===== config.mk =====
export PLATFORM = sky130hd
export DESIGN_NAME = q_inv_table
export DESIGN_NICKNAME = d
export VERILOG_FILES = /design/src/rtl/q_inv_table.sv
export SDC_FILE = /design/constraint.sdc
export NUM_CORES = 2
export LEC_CHECK = 0
export CORE_MARGIN = 3
export CORE_UTILIZATION = 57
export CTS_CLUSTER_SIZE = 10
export DETAILED_ROUTE_END_ITERATION = 10
export PLACE_DENSITY = 0.77
export SYNTH_ARGS = -nofsm -noshare
export SYNTH_HDL_FRONTEND = slang
export SYNTH_SLANG_ARGS = --single-unit

===== constraint.sdc =====
create_clock -name clk -period 8.2 [get_ports clk]
set_input_delay 1.64 -clock clk [delete_from_list [all_inputs] [get_ports clk]]
set_output_delay 1.64 -clock clk [all_outputs]
set_load 0.05 [all_outputs]

===== src/rtl/q_inv_table.sv =====
// q_inv_table: inverse Twofish q0/q1 permutation table, built once after reset
// by sweeping the forward q, then serving one byte lookup per cycle.
module q_inv_table #(
    parameter int Q = 0
) (
    input  logic       clk,
    input  logic       rst,
    output logic       init_done,
    input  logic       req_valid,
    output logic       req_ready,
    input  logic [7:0] req_data,
    output logic       resp_valid,
    input  logic       resp_ready,
    output logic [7:0] resp_data
);
    // nibble tables packed with entry 0 in the top nibble
    localparam logic [63:0] T0 = (Q == 1) ? 64'h28BDF76E31940AC5 : 64'h817D6F320B59ECA4;
    localparam logic [63:0] T1 = (Q == 1) ? 64'h1E2B4C376DA5F908 : 64'hECB81235F4A6709D;
    localparam logic [63:0] T2 = (Q == 1) ? 64'h4C75169A0ED82B3F : 64'hBA5E6D90C8F32471;
    localparam logic [63:0] T3 = (Q == 1) ? 64'hB951C3DE647F208A : 64'hD7F4126E9B3085CA;

    typedef enum logic {INIT, READY} state_t;

    state_t     state, state_n;
    logic [7:0] cnt;
    logic [7:0] qx;
    logic [3:0] a1, b1, a2, b2, a3, b3, a4, b4;
    logic       accept;
    logic [7:0] inv [0:255];

    function automatic logic [3:0] lk(input logic [63:0] t, input logic [3:0] i);
        return t[{~i, 2'b00} +: 4];
    endfunction

    function automatic logic [3:0] ror4(input logic [3:0] b);
        return {b[0], b[3:1]};
    endfunction

    always_comb begin
        a1 = cnt[7:4] ^ cnt[3:0];
        b1 = cnt[7:4] ^ ror4(cnt[3:0]) ^ {cnt[4], 3'b000};
        a2 = lk(T0, a1);
        b2 = lk(T1, b1);
        a3 = a2 ^ b2;
        b3 = a2 ^ ror4(b2) ^ {a2[0], 3'b000};
        a4 = lk(T2, a3);
        b4 = lk(T3, b3);
        qx = {b4, a4};
    end

    always_comb begin
        state_n   = (state == INIT && cnt == 8'hFF) ? READY : state;
        init_done = (state == READY);
        req_ready = init_done && (!resp_valid || resp_ready);
        accept    = req_valid && req_ready;
    end

    always_ff @(posedge clk or posedge rst) begin
        if (rst) begin
            state <= INIT;
            cnt   <= 8'h00;
        end else begin
            state <= state_n;
            cnt   <= (state == INIT) ? cnt + 8'd1 : cnt;
        end
    end

    always_ff @(posedge clk) begin
        if (state == INIT) inv[qx] <= cnt;
    end

    always_ff @(posedge clk or posedge rst) begin
        if (rst) begin
            resp_valid <= 1'b0;
            resp_data  <= 8'h00;
        end else if (accept) begin
            resp_valid <= 1'b1;
            resp_data  <= inv[req_data];
        end else if (resp_ready) begin
            resp_valid <= 1'b0;
        end
    end
endmodule


==> impl_metrics.toml <==
[timing]
final_hold_viol_count = 0
layout_setup_ws_ps = 1510
achievable-frequency_mhz = 149
max_slew_margin = 0.0560
post-route-min-period_ps = 6690
tightestPinTransition_ps = 1410
clock_skew_ps = 45.5
setup_repair_after_global_routing_missed_its_margin = "false"
totalNegativeSetupSlack_ps = 0
final-setup-viol-count = 0
maxSlewViolCount = 0
final_min_period_over_clock_period = 0.816

[placed_design]
place.detailed.hpwl_um = 110000
dp.cells = 5546
place_ws_ps = 1680
place.port_buffers = 22
placedInstanceArea_sq_um = 84100
gp_congestion = 0.865

[final_layout]
area.growth.synth_to_final_pct = 11.0
multi_input_comb_area_sq_um = 18400
layoutNonFillerInstCount = 5842
layout-drive-gt1-share = 0.252
nNetsFinal = 3916
fillCellCount = 8909
area_of_all_placed_cells_without_fillers_sq_um = 90300
regArea_sq_um = 62000

[power_and_ir_drop]
leakage_nw = 25.0
internal_power_w = 0.0166
pwr-share-comb = 0.025
power_per_cell_area_nw_per_um2 = 230
peakVddDrop_v = 0.000217
power_frac_clock = 0.425
pwr-share-seq = 0.550
sw_frac_of_total = 0.200
switchingPower_w = 0.00415

[clocking]
htree_num_levels = 4
cts_tree = "done"
tritoncts_num_sinks = 2066
cts_inserted_buffers = 225
cts.path.max_buffers = 3
cts.hold.buffers_added = 0
cts_resized = 0
insertion_delay_ps = 840
cts_setup_buffers = 0
cts_root_buf = "sky130_fd_sc_hd__clkbuf_16"
clk_pin_slew_ps = 60

[worst_setup_path]
critical_path.endpoint_type = "register"
critPathKind = "reg2reg"
cp_max_fanout = 94
worst_ep_required_time_ps = 8650
timing.critical_path.arrival_ps = 7140
regToRegSetupSlack_ps = 1510
setup.worst_path.start_class = "register"

[synth]
post_synth_most_frequent_cells = "sky130_fd_sc_hd__edfxtp_1 (2048), sky130_fd_sc_hd__mux4_2 (541), sky130_fd_sc_hd__nor2_1 (157)"
summed_instance_area_of_the_synthesized_netlist_sq_um = 81400
yosys.area.top_type_share = 0.756
synthMostInstantiatedCell = "sky130_fd_sc_hd__edfxtp_1"
number_of_enable_flip_flop_cells_after_synthesis = 2048
yosysTopAreaCell = "sky130_fd_sc_hd__edfxtp_1"
yosys_register_bits = 2066
seq_area_frac_synth = 0.761
synthTopCellsByArea = "sky130_fd_sc_hd__edfxtp_1 (76%), sky130_fd_sc_hd__mux4_2 (15%), sky130_fd_sc_hd__mux2i_1 (1.4%)"
ys_async_sr_fraction = 0.00871
post_synth.cell_area_avg_sq_um = 21.7
synth.net_count = 3778
synth_warnings = 0
yosys.cell_types.count = 75
synth_top_flop_cell = "sky130_fd_sc_hd__edfxtp_1"
post_synth_inst_count = 3747

[routing]
wl_per_cell_um = 33.4
route.vias.total = 40400
first_iter_violations = 5762
drcViolationCount = 0
antenna_violating_nets_post_route = 0
totalWireLength_um = 195000
detailed_routing_iteration_count_for_the_pre_antenna_repair_pass = 8
drt-vias-per-instance = 6.92

[run]
maxcap_violations = 0

[outcome]
run_status = "completed"

[die]
i_o_pin_count = 23
die_w_um = 384
starting_density_of_the_core = 0.575
floorplan.die.height_um = 384
die_area_sq_um = 147000
core_sq_um = 142000
fp-row-count = 138

[min_path]
timing.hold.worst.class = "reg2reg"

[global_routing]
grtUsageTotal = 0.270
antenna_found_initial = 1
first_global_vias = 40900
grt_pass1_wl_um = 287000
grt_max_degree = 236
overflow = 0
per-layer routing:
| metal | part of all wire | GRT usage | up-vias |
|---|---|---|---|
| met2 | 0.48 | 0.412 | 2841 |
| met1 | 0.37 | 0.389 | 21100 |
| met3 | 0.12 | 0.0592 | 449 |
| met5 | 0 | 0 | - |
| li1 | - | - | 16000 |
| met4 | 0.041 | 0.103 | 0 |
sequential cells by signal, summed over array words and instances, names as in the netlist:
signal / flops
resp_data: 8
cnt: 8
init_done: 1
resp_valid: 1
inv: 2048
per-stage QoR:
stage / hold slack (ps) / total power (W) / util
floorplan: 761 / 0.0120 / -
global placement: 493 / 0.0122 / 0.594
detailed placement: 556 / 0.0122 / 0.594
CTS: 572 / 0.0208 / 0.638
global route: 594 / 0.0213 / 0.638
finish: 563 / 0.0208 / 0.638
critical path, stage by stage (launching register included):
cell and delay [ps]:
sky130_fd_sc_hd__dfrtp_4 1140, sky130_fd_sc_hd__xor2_2 390, sky130_fd_sc_hd__ha_1 310, sky130_fd_sc_hd__or3_1 360, sky130_fd_sc_hd__o211a_1 160, sky130_fd_sc_hd__xor2_1 440, sky130_fd_sc_hd__inv_2 170, sky130_fd_sc_hd__ha_1 420
sky130_fd_sc_hd__mux2i_1 160, sky130_fd_sc_hd__mux2i_4 450, sky130_fd_sc_hd__nand3_2 940, sky130_fd_sc_hd__nor3_1 1320
area by class of cell:
class / instances / share of cell area
inverters: 22 / 0.000942
diodes: 1 / 0.0000277
clock buffers: 282 / 0.0658
well taps: 1890 / 0.0262
clock inverters: 11 / 0.00249
multi-input cells: 1421 / 0.204
flip-flops and latches: 2066 / 0.686
repair buffers: 149 / 0.0148
layout by cell type (no fill, tap or decap), types with 10 or more instances in the layout:
cell type	count
sky130_fd_sc_hd__nand2_1	39
sky130_fd_sc_hd__clkbuf_16	229
sky130_fd_sc_hd__a211oi_1	28
sky130_fd_sc_hd__a21oi_1	28
sky130_fd_sc_hd__nor3_1	113
sky130_fd_sc_hd__mux4_2	541
sky130_fd_sc_hd__nor2_1	155
sky130_fd_sc_hd__clkdlybuf4s50_1	15
sky130_fd_sc_hd__nor2b_1	24
sky130_fd_sc_hd__mux2_2	10
sky130_fd_sc_hd__xnor2_1	17
sky130_fd_sc_hd__dfrtp_1	10
sky130_fd_sc_hd__buf_12	13
sky130_fd_sc_hd__nand3_1	41
sky130_fd_sc_hd__a22oi_1	38
sky130_fd_sc_hd__inv_1	19
sky130_fd_sc_hd__o211ai_1	15
sky130_fd_sc_hd__o21ai_0	28
sky130_fd_sc_hd__mux2i_1	112
sky130_fd_sc_hd__ha_1	19
sky130_fd_sc_hd__buf_4	112
sky130_fd_sc_hd__a22o_1	29
sky130_fd_sc_hd__o22ai_1	17
sky130_fd_sc_hd__a221oi_1	58
sky130_fd_sc_hd__edfxtp_1	2048
sky130_fd_sc_hd__nor3_2	11
sky130_fd_sc_hd__clkbuf_1	52
power groups by stage:
stage	logic [W]	clock network (W)	registers [W]
global route	0.000542	0.00929	0.0114
global placement	0.000512	0	0.0116
finish	0.000519	0.00882	0.0114
floorplan	0.000351	0	0.0116
CTS	0.000519	0.00889	0.0114
detailed placement	0.000515	0	0.0116
cells by family (layout without fill, tap and decap cells):
| group | after synthesis | in the layout | synth area share |
|---|---|---|---|
| adders and majority gates | 19 | 19 | 0.00292 |
| buffers and inverters | 260 | 464 | 0.0141 |
| xor gates and xnor gates | 30 | 30 | 0.00435 |
| muxes | 666 | 666 | 0.166 |
| DFF | 2066 | 2066 | 0.761 |
| and+or+nand+nor | 422 | 422 | 0.0252 |
| AOI/OAI and AO/OA | 284 | 284 | 0.0264 |
| other | 0 | 1 | 0 |
final timing paths:
path,end,start,cells after the start
setup / recovery,inv[140][0]$_DFFE_PP_,cnt[2]$_DFFE_PP0N_,11
hold / removal,resp_valid$_DFFE_PP0P_,resp_valid$_DFFE_PP0P_,2
setup reg to reg,inv[140][0]$_DFFE_PP_,cnt[2]$_DFFE_PP0N_,11
hold reg to reg,resp_valid$_DFFE_PP0P_,resp_valid$_DFFE_PP0P_,2
max in group asynchronous,cnt[0]$_DFFE_PP0N_,rst,3
min in group asynchronous,cnt[5]$_DFFE_PP0N_,rst,3
Note: power is estimated with default switching activity, not from simulation.
